<file path="config.mk">
export PLATFORM = sky130hd
export DESIGN_NAME = cdb_arbiter
export DESIGN_NICKNAME = d
export VERILOG_FILES = /design/src/rtl/cdb_arbiter.sv
export SDC_FILE = /design/constraint.sdc
export NUM_CORES = 1
export LEC_CHECK = 0
export ABC_AREA = 0
export CAP_MARGIN = 30
export CORE_ASPECT_RATIO = 0.75
export CORE_UTILIZATION = 37
export CTS_BUF_LIST = sky130_fd_sc_hd__clkbuf_2 sky130_fd_sc_hd__clkbuf_4 sky130_fd_sc_hd__clkbuf_8
export DETAILED_ROUTE_END_ITERATION = 16
export PLACE_DENSITY = 0.91
export SLEW_MARGIN = 20
export SYNTH_ARGS = -nofsm -noshare
export SYNTH_HDL_FRONTEND = slang
export SYNTH_SLANG_ARGS = --single-unit
</file>
<file path="constraint.sdc">
create_clock -name clk -period 2.7 [get_ports clk]
set_input_delay 0.27 -clock clk [delete_from_list [all_inputs] [get_ports clk]]
set_output_delay 0.27 -clock clk [all_outputs]
set_load 0.02 [all_outputs]
</file>
<file path="src/rtl/cdb_arbiter.sv">
// cdb_arbiter: round-robin/fixed-priority common data bus arbiter with registered broadcast
module cdb_arbiter #(
  parameter int DATA_W  = 32,
  parameter int LABEL_W = 4
) (
  input  logic               clk,
  input  logic               nRST,
  input  logic               rr_en,
  input  logic [3:0]         require,
  input  logic [DATA_W-1:0]  data0,
  input  logic [DATA_W-1:0]  data1,
  input  logic [DATA_W-1:0]  data2,
  input  logic [DATA_W-1:0]  data3,
  input  logic [LABEL_W-1:0] label0,
  input  logic [LABEL_W-1:0] label1,
  input  logic [LABEL_W-1:0] label2,
  input  logic [LABEL_W-1:0] label3,
  output logic [3:0]         accept,
  output logic               BCEN,
  output logic [DATA_W-1:0]  BCdata,
  output logic [LABEL_W-1:0] BClabel,
  output logic               bad_label,
  output logic [1:0]         ptr
);
  logic [1:0] sel, cand;
  logic hit;
  logic [DATA_W-1:0] sel_data;
  logic [LABEL_W-1:0] sel_label;
  always_comb begin
    sel = 2'd0;
    cand = 2'd0;
    hit = 1'b0;
    for (int k = 3; k >= 0; k--) begin
      cand = rr_en ? ptr + 2'(k) : 2'(k);
      if (require[cand]) begin
        sel = cand;
        hit = 1'b1;
      end
    end
  end
  assign accept    = hit ? 4'b0001 << sel : 4'b0000;
  assign sel_data  = sel[1] ? (sel[0] ? data3 : data2) : (sel[0] ? data1 : data0);
  assign sel_label = sel[1] ? (sel[0] ? label3 : label2) : (sel[0] ? label1 : label0);
  always_ff @(posedge clk or negedge nRST) begin
    if (!nRST) begin
      ptr       <= 2'd0;
      BCEN      <= 1'b0;
      BCdata    <= '0;
      BClabel   <= '0;
      bad_label <= 1'b0;
    end else begin
      if (hit && rr_en) ptr <= sel + 2'd1;
      BCEN <= hit && |sel_label;
      if (hit && |sel_label) begin
        BCdata  <= sel_data;
        BClabel <= sel_label;
      end
      if (hit && ~|sel_label) bad_label <= 1'b1;
    end
  end
endmodule

</file>
# Yosys cells after proc, flatten, opt, wreduce, memory -nomap -nowiden
# Index checks and enable logic that the tools add are counted.
op_classes:
  addsub: 4
  order_cmp: 4
  n_shift: 1
  mux: 27
  reduce_logical: 5
op_table:
  columns: ["cell", "n"]
  rows:
  - ["two-way mux 32 bit", 3]
  - ["two-way mux 2 bit", 8]
  - ["two-way mux 4 bit", 4]
  - ["< comparator 2 x 3 -> 1 bit, second input constant", 4]
  - ["binary-select mux 1 bit (select 2 bit)", 4]
  - ["two-way mux 1 bit", 8]
  - ["adder 2 x 1 -> 2 bit, second input constant", 2]
  - ["adder 2 bit, second input constant", 2]
  - ["OR reduction 4 bit", 1]
  - ["left shift 1 x 2 -> 4 bit, first input constant", 1]
  - ["logical AND 1 bit", 3]
  - ["zero test 1 bit", 1]
word_totals:
  regBits: 40
  input_bits: 151
  output_inout_bits: 44

# Longest topological paths before layout
logic_depth:
  word_depth: 13
  depth_mapped: 8
  ltp_nobuf: 6

# Worst setup path before layout
# No wires, ideal clock.
synth_path:
  path_kind: "reg-to-output"
  startpoint: "register ptr[1]"
  endpoint: "output port accept[1]"
  arrival_ns: 2.107
  required_ns: 2.430
  path_slack_ns: 0.323
  stages_incl_launch_ff: 8
  n_path_buf: 2
  cell_sequence: "dfrtp_1 and3b_1 o21ai_1 a221oi_2 buf_4 buf_2 ha_1 and2_1"
synth_between:
  elab_chain_len: 10
  word_cells_on_any_way: 25
  classes_between: "3 x add/sub; 1 x shift; 21 x mux"
synth_lines:
  columns: ["element", "line", "text"]
  rows:
  - ["from (decl)", "23", "output logic [1:0] ptr"]
  - ["from (signal assigned)", "52", "if (hit && rr_en) ptr <= sel + 2'd1;"]
  - ["adder 2 bit", "34", "cand = rr_en ? ptr + 2'(k) : 2'(k);"]
  - ["two-way mux 2 bit", "34", null]
  - ["binary-select mux 1 bit (select 2 bit)", "35", "if (require[cand]) begin"]
  - ["two-way mux 1 bit (implied by the code)", "35", null]
  - ["two-way mux 2 bit (4 in series)", "35", null]
  - ["left shift 1 x 2 -> 4 bit", "41", "assign accept = hit ? 4'b0001 << sel : 4'b0000;"]
  - ["two-way mux 4 bit (*)", "41", null]
  - ["to (decl)", "18", "output logic [3:0] accept,"]
# Mark *: on every way between the ends. The rest lies on a longest branch, timed or not. The select of a mux whose other input is x is not followed.

# Final worst setup path
layout_path:
  startpoint: "input port require[0]"
  endpoint: "register BCdata[28]"
layout_between:
  elab_chain_len: 10
  word_cells_on_any_way: 24
  classes_between: "22 x mux; 2 x reduce/logical"
layout_lines:
  columns: ["element", "line", "text"]
  rows:
  - ["from (decl)", "9", "input logic [3:0] require,"]
  - ["binary-select mux 1 bit (select 2 bit)", "35", null]
  - ["two-way mux 1 bit (implied by the code)", "35", null]
  - ["two-way mux 2 bit (4 in series)", "35", null]
  - ["two-way mux 4 bit (2 in series)", "43", "assign sel_label = sel[1] ? (sel[0] ? label3 : label2) : (sel[0] ? label1 : label0);"]
  - ["OR reduction 4 bit", "54", "if (hit && |sel_label) begin"]
  - ["logical AND 1 bit", "54", null]
  - ["to (signal assigned)", "55", "BCdata <= sel_data;"]
  - ["to (decl)", "20", "output logic [DATA_W-1:0] BCdata,"]
# Several ways; a longest one is shown, not always the timed one. The select of a mux whose other input is x is not followed.
# A chain may end at the register's enable or synchronous reset.

==> results.txt <==
----------------------------------------------------
[Power and ir drop]
  Total leakage power ... 2.49 nW
  Worst vdd rail ir drop ... 0.000323 V
  Power Dens Cells ... 653 nW/um^2

[Final layout]
  Post-route cell area ... 5270 um^2
  Synth-to-layout area growth ... 81.0%
  Most frequent standard cell in the layout excluding fill and tap cells ... sky130_fd_sc_hd__clkdlybuf4s50_1
  Final standard cell utilization of the core ... 0.706
  Highest-count cells in the layout ignoring fill and taps ... sky130_fd_sc_hd__clkdlybuf4s50_1 (187), sky130_fd_sc_hd__mux2i_1 (107), sky130_fd_sc_hd__dfrtp_1 (39)
  Share of post-route cells with drive strength above 1 ... 0.114
  Nets@finish ... 612
  ANT cells ... 0

[Run status]
  Run status ... finished clean

[Route]
  Number of DRC markers after the initial detailed-route iteration ... 70
  Via Count ... 2801
  Average vias per placed instance ... 5.01
  DRC viols ... 0
  Detailed-routing iteration count for the pre-antenna-repair pass ... 4
  Total wirelength of the detailed-routed design ... 8.83 mm
  Routed length per instance ... 15.8 um
  Post-route ant nets ... 0

[Synthesis]
  Average size of a mapped cell ... 11.9 um^2
  Flop and latch count out of synthesis ... 40
  Synthesized instance count ... 245
  Total of warnings raised by yosys ... 0
  Synth Net Count ... 400
  Total standard cell area after synthesis ... 2910 um^2
  Fraction of the yosys area taken by sequential cells ... 0.344
  Number of different library cells in the post-synthesis netlist ... 29

[Clock tree]
  Number of sinks driven by the clock tree ... 40
  H-tree lvl count ... 2
  Clock root buffer ... sky130_fd_sc_hd__clkbuf_8
  Clock-pin slew on the worst setup and hold paths ... 80 ps
  Number of buffers created by CTS ... 5
  Insertion delay of the later-clocked pin in the worst-skew pair ... 280 ps
  Clk buf depth ... 2
  CTS tree ... yes

[Worst setup path]
  Worst flop-to-flop path startpoint ... ptr[1]
  Start-to-end type of the worst setup path ... primary input to register
  CP Capture Type ... register
  Crit-path max FO ... 13
  Arr. time, crit path ... 2800 ps
  Start point of the critical path ... require[0]
  Delay of the slowest cell on the worst path ... 450 ps
  Critical Path Most Common Cell ... sky130_fd_sc_hd__buf_4
  CP max stage cell ... sky130_fd_sc_hd__clkdlybuf4s50_1
  Critical path launch point type ... primary input
  Worst-path cell chain ... clkdlybuf4s50_1 -> buf_4 -> nor2_2 -> a21oi_2 -> a221oi_4 -> buf_4 -> buf_4 -> buf_4 -> buf_4 -> a21oi_2 -> a22oi_4 -> buf_12 -> mux2_1
  R2r setup slk ... 160 ps
  WP data required ... 2860 ps

[Floorplanning]
  Y dimension of the die ... 78.8 um
  IO Pins ... 195
  Core area ... 7470 um^2
  Effective utilization at floorplan ... 0.390
  Die X ... 104 um
  Cell Rows ... 27
  Full die area ... 8230 um^2

[Job]
  Max-cap violations ... 0

[STA]
  Final Cycle Share ... 0.975
  Final-report hold violation count ... 0
  Final worst hold slack ... 398 ps
  Final setup violation count ... 0
  Pins over their slew limit ... 0
  Worst-Margin Slew ... 397 ps
  Final setup skew ... 3.28 ps
  F_max ... 380 MHz
  Slew margin rel. ... 0.728
  Post-route minimum period ... 2630 ps
  Setup slack of the critical path after layout ... 66.4 ps

[Placement]
  DPL Wire Length ... 7.31 mm
  RePlAce Congestion ... 0.890
  Post-Place Setup Slack ... -403 ps
  Port Buf Inserts ... 194
  Standard cell area after detailed placement ... 5090 um^2

[Global routing]
  Via count of the first global-routing pass ... 2995
  Total grt overflow ... 0
  Antenna violations before repair ... 0
  Global-route wire length before repair ... 14.0 mm
  Maximum number of pins on one net before global-route repair ... 41
  Global-route total usage across every layer ... 0.215

[Hold path]
  Class of the worst hold path ... primary input to asynchronous set/reset pin

----------------------------------------------------
worst paths after layout:
| check | to | cells after the start |
|---|---|---|
| max reg2reg | BCdata[28] | 8 |
| min reg2reg | bad_label | 1 |
| max in group asynchronous | ptr[1] | 3 |
| max | BCdata[28] | 13 |
| min | BCdata[30] | 2 |
| min in group clk | bad_label | 1 |
cell families after synthesis:
group	after synthesis	share of synthesized area
AND/OR/NAND/NOR	23	0.0417
flip-flops	40	0.344
multiplexers	144	0.515
adder cells (fa/ha/maj)	4	0.0172
buffers and inverters	19	0.0391
AO/OA/AOI/OAI	15	0.0434
timing repair:
action	4_1_cts	5_1_grt
hold endpoints to repair	0	12
gates resized for setup	6	6
gates cloned	0	0
setup buffers	4	1
pin swaps	1	2
hold buffers	0	1
endpoints found under the setup margin	39	37
critical path, delay by kind of cell:
kind | cells | cell delay [ps]
buf+inv | 7 | 1290
compound gates | 4 | 730
mux | 1 | 350
simple gates | 1 | 150
synth_stat cells:
library cell,number,area [um^2]
sky130_fd_sc_hd__o21ai_1,1,5.00
sky130_fd_sc_hd__buf_4,2,15.0
sky130_fd_sc_hd__o2bb2ai_1,1,8.76
sky130_fd_sc_hd__a2111oi_0,1,8.76
sky130_fd_sc_hd__buf_2,10,50.1
sky130_fd_sc_hd__a22o_1,1,8.76
sky130_fd_sc_hd__inv_1,4,15.0
sky130_fd_sc_hd__mux2i_1,107,1070
sky130_fd_sc_hd__nand2_1,7,26.3
sky130_fd_sc_hd__a221oi_2,1,15.0
sky130_fd_sc_hd__dfrtp_1,40,1000
sky130_fd_sc_hd__mux4_2,1,22.5
sky130_fd_sc_hd__ha_1,4,50.1
sky130_fd_sc_hd__and2_1,5,31.3
sky130_fd_sc_hd__a31o_2,1,8.76
sky130_fd_sc_hd__mux2_1,28,315
sky130_fd_sc_hd__mux2_2,8,90.1
sky130_fd_sc_hd__nor4_1,4,25.0
sky130_fd_sc_hd__nor2_1,4,15.0
sky130_fd_sc_hd__o21ai_0,3,15.0
sky130_fd_sc_hd__a22oi_4,1,21.3
sky130_fd_sc_hd__o221ai_1,1,8.76
sky130_fd_sc_hd__a21oi_1,2,10.0
sky130_fd_sc_hd__nor2b_1,1,6.26
sky130_fd_sc_hd__or3b_1,1,8.76
sky130_fd_sc_hd__a211o_1,1,8.76
sky130_fd_sc_hd__a21o_1,1,7.51
sky130_fd_sc_hd__and3b_1,1,8.76
sky130_fd_sc_hd__buf_6,3,33.8
report_power, final:
part	internal [mW]	switching (mW)	total [mW]
Combinational	1.13	0.926	2.06
Sequential	0.836	0.142	0.978
Clock	0.204	0.201	0.405
Total	2.17	1.27	3.44
state kept, by name (all words and copies together) (netlist names):
register   count
BCdata        32
BClabel        4
ptr            2
BCEN           1
bad_label      1
per-stage QoR:
step	setup TNS [ps]	power (mW)	std cells
global route	-5.48	3.65	559
CTS	-684	3.47	556
floorplan	0	2.03	245
finish	0	3.44	559
detailed placement	-14050	3.04	544
global placement	-949	2.98	544
per-layer routing:
metal,share of wire,global-route usage
met3,0.084,0.0690
met1,0.38,0.225
met2,0.51,0.407
met5,0,0
met4,0.024,0.0771
final cells by class:
class | count | area (um^2)
clock buffer | 6 | 82.6
clock inverter | 2 | 10.0
fill | 563 | 2200
inverter | 4 | 15.0
multi-input combinational | 186 | 1830
sequential | 40 | 1000
tap | 101 | 126
timing repair buffer | 220 | 2200
Note: power is estimated with default switching activity, not from simulation.
==> edit 1, RTL diff (same flow settings) <==
Remove the register `BCEN`: a continuous assignment takes its place, so the output `BCEN` follows one clock earlier.
--- a/src/rtl/cdb_arbiter.sv
+++ b/src/rtl/cdb_arbiter.sv
@@ -44,13 +44,11 @@
   always_ff @(posedge clk or negedge nRST) begin
     if (!nRST) begin
       ptr       <= 2'd0;
-      BCEN      <= 1'b0;
       BCdata    <= '0;
       BClabel   <= '0;
       bad_label <= 1'b0;
     end else begin
       if (hit && rr_en) ptr <= sel + 2'd1;
-      BCEN <= hit && |sel_label;
       if (hit && |sel_label) begin
         BCdata  <= sel_data;
         BClabel <= sel_label;
@@ -58,5 +56,7 @@
       if (hit && ~|sel_label) bad_label <= 1'b1;
     end
   end
+
+  assign BCEN = hit && |sel_label;
 endmodule
 
Behaviour: not the same (a bounded check fails within 4 cycles, from zero or initial values and one cycle with nRST low).
==> edit 1 against the original RTL <==
- worst setup slack improved by 0.048 ns
- clock power up 10%
- cell count shrank 0.72%
- power is 1.7% lower
- critical path depth is 4 lower
- cell area down 2.2%
- largest power group unchanged
- largest cell class unchanged
- sequential cell count shrank 1
- routed wire length down 4.4%
- count of clock-buffer cells in the layout is 2 higher
- combinational power shrank 3%
- clock skew up 0.0010 ns
- global-route usage fell by 1.0 points
- area after synthesis down 0.86%
- non-clock buffer count shrank 3
==> edit 1: results (changes against the original RTL) <==
========================================================================
Setup slack after placement ...............................    -0.221 ns   was -0.403 ns
Proportion of layout cells with a drive suffix above 1 ....        0.104   was 0.114
Critical path arrival .....................................      2.32 ns   was 2.80 ns
Number of port buffers ....................................          194   unchanged
Setup skew after layout ...................................   0.00429 ns   was 0.00328 ns
Portion of netlist area occupied by mux cells .............        0.519   was 0.515
Global Route met3 Usage ...................................       0.0656   was 0.0690
First-pass GRT wire length ................................     13400 um   was 14000 um
Core area .................................................   7430 sq um   was 7470 sq um
Area used by multi-input combinational logic ..............   1820 sq um   was 1830 sq um
Met1 WL ...................................................      3570 um   was 3340 um
Leakage power .............................................      2.41 nW   was 2.49 nW
Antenna violations before repair ..........................            0   unchanged
Via count of the routed design ............................         2719   was 2801
Critical Path Sink ........................................    accept[1]   was BCdata[28]
WL met2 ...................................................      4110 um   was 4540 um
Adder-cell area share of the yosys netlist ................       0.0173   was 0.0172
Post-Place Cells ..........................................          545   was 544
Average wire per standard cell ............................      15.2 um   was 15.8 um
Ratio of final minimum period to clock period .............        0.958   was 0.975
Half-perimeter wire length after placement ................      6830 um   was 7310 um
Number of clock sinks .....................................           39   was 40
Commonest cells post-synth ................................ 107 x mux2i_1, 39 x dfrtp_1, 28 x mux2_1   was 107 x mux2i_1, 40 x dfrtp_1, 28 x mux2_1
Final GP Congestion .......................................        0.853   was 0.890
Clock buffers and inverters, area share ...................       0.0202   was 0.0176
Non-clock buffer count in the final layout ................          217   was 220
Layout filler cell count ..................................          588   was 563
DRC violation total after the first TritonRoute iteration .           52   was 70
Wire length on met3 .......................................       667 um   was 746 um
Largest vdd supply drop ...................................   0.000409 V   was 0.000323 V
Cell Area, Placed .........................................   5030 sq um   was 5090 sq um
Largest net degree at the start of global routing .........           40   was 41
Part of the Yosys area used for sequential elements .......        0.338   was 0.344
Number of global-route vias before repair .................         2823   was 2995
Non-clock buffer contribution to total cell area ..........        0.410   was 0.418
Total net switching power .................................    0.00125 W   was 0.00127 W
Final Instance Count excl. Fillers ........................          555   was 559
Critical path startpoint ..................................   require[2]   was require[0]
Cells on worst reg2reg path ...............................            9   was 8
Compound-gate portion of the synthesized area .............       0.0438   was 0.0434
Sequential Area ...........................................    976 sq um   was 1000 sq um
Reg-to-reg setup timing slack .............................      0.24 ns   was 0.16 ns
Routing usage on met2 .....................................        0.373   was 0.407
Reg2reg end ...............................................   BCdata[24]   was BCdata[28]
Clock buf count ...........................................            8   was 6
Run status ................................................    completed   unchanged
Maximum fanout along the worst path .......................            5   was 13
========================================================================
## edit 1: repair_timing
| item | in CTS | in global routing |
|---|---|---|
| resized for setup | 5 | 8 |
| hold endpoints to repair | 0 | 7 |
| hold buffers | 0 | 1 |
| pin swaps | 0 | 1 |
| setup endpoints to repair | 5 | 4 |
## edit 1: power groups by stage
stage / Combinational, W / Sequential, W / Clock, W
floorplan: 0.000777 / 0.00124 / 0
global placement: 0.00198 / 0.000939 / 0
detailed placement: 0.00202 / 0.000951 / 0
CTS: 0.00201 / 0.000942 / 0.000458
global route: 0.00212 / 0.000974 / 0.000486
finish: 0.00200 / 0.000940 / 0.000447
## edit 1: how the worst min path moves through the flow
stage,from,endpoint,slack [ns],cells after the start
floorplan,nRST,BCdata[0],-0.03,0
global placement,nRST,BCdata[30],0.45,1
detailed placement,nRST,BCdata[26],0.45,1
CTS,nRST,BCdata[26],0.14,1
global route,nRST,BCdata[1],0.38,2
finish,nRST,BCdata[29],0.38,2
==> edit 2, RTL diff (same flow settings) <==
Without the edit above. The parameter `LABEL_W` goes from 4 to 6.
--- a/src/rtl/cdb_arbiter.sv
+++ b/src/rtl/cdb_arbiter.sv
@@ -1,7 +1,7 @@
 // cdb_arbiter: round-robin/fixed-priority common data bus arbiter with registered broadcast
 module cdb_arbiter #(
   parameter int DATA_W  = 32,
-  parameter int LABEL_W = 4
+  parameter int LABEL_W = 6
 ) (
   input  logic               clk,
   input  logic               nRST,
Interface: changed (5 resized); port bits go from 195 to 205. The function was not compared with the original's and may differ.
==> edit 2 against the original RTL <==
- power up 36%
- cell area grew 11%
- largest cell class unchanged
- area after synthesis increased by 16%
- critical path type is now register to register
- sequential cell count is 2 higher
- critical path depth is 4 lower
- core utilization down 3.2 points
- routed wire length rose by 19%
- largest power group unchanged
- worst setup slack gained 0.035 ns
- via count increased by 13%
- critical endpoint is now BCdata[30]
- first-iteration DRC count down 11%
==> edit 2: results (changes against the original RTL) <==
========================================================================
Met1 WL ...................................................      4150 um   was 3340 um
Wire length on met3 .......................................      1040 um   was 746 um
Clock buffers and inverters, area share ...................       0.0141   was 0.0176
Post-Place Cells ..........................................          606   was 544
WL met2 ...................................................      5270 um   was 4540 um
Largest vdd supply drop ...................................   0.000367 V   was 0.000323 V
Number of clock sinks .....................................           42   was 40
First-pass GRT wire length ................................     16200 um   was 14000 um
Max-Slew Margin vs Limit ..................................        0.684   was 0.728
Number of port buffers ....................................          204   was 194
Routed wire length ........................................     10500 um   was 8830 um
Sequential Area ...........................................   1050 sq um   was 1000 sq um
Global routing usage summed across all routing layers .....        0.216   was 0.215
Slowest library cell on the worst path ....................      dfrtp_2   was clkdlybuf4s50_1
Via count of the routed design ............................         3167   was 2801
Half-perimeter wire length after placement ................      8490 um   was 7310 um
DRC violation total after the first TritonRoute iteration .           62   was 70
Area used by multi-input combinational logic ..............   2220 sq um   was 1830 sq um
Part of the Yosys area used for sequential elements .......        0.311   was 0.344
Cell Area, Placed .........................................   5690 sq um   was 5090 sq um
Setup skew after layout ...................................    0.0124 ns   was 0.00328 ns
Leakage power .............................................      2.56 nW   was 2.49 nW
Commonest cells post-synth ................................ 118 x mux2i_1, 42 x dfrtp_1, 29 x mux2_4   was 107 x mux2i_1, 40 x dfrtp_1, 28 x mux2_1
Non-clock buffer contribution to total cell area ..........        0.401   was 0.418
Run status ................................................    completed   unchanged
========================================================================
## edit 2: routing by layer
| layer | GRT usage | vias up |
|---|---|---|
| met5 | 0 | - |
| met3 | 0.0636 | 8 |
| li1 | - | 1513 |
| met1 | 0.247 | 1483 |
| met2 | 0.399 | 163 |
| met4 | 0.0485 | 0 |
## edit 2: kinds of logic after synthesis
kind of cell	synth area share
flops	0.311
mux	0.501
simple gates	0.0721
compound gates	0.0588
buf+inv	0.0429
fa+ha+maj	0.0148
## edit 2: final timing paths
path | startpoint | end | slack (ns)
hold / removal | nRST | BCdata[1] | 0.45
hold reg to reg | bad_label | bad_label | 0.51
min in group clk | bad_label | bad_label | 0.51
setup / recovery | ptr[0] | BCdata[30] | 0.10
max in group asynchronous | nRST | BClabel[3] | 1.79
setup reg to reg | ptr[0] | BCdata[30] | 0.10
## edit 2: power breakdown
group / total [W] / internal [W] / switching [W]
sequential: 0.00115 / 0.000937 / 0.000212
combinational: 0.00313 / 0.00175 / 0.00138
clock: 0.000397 / 0.000197 / 0.000200
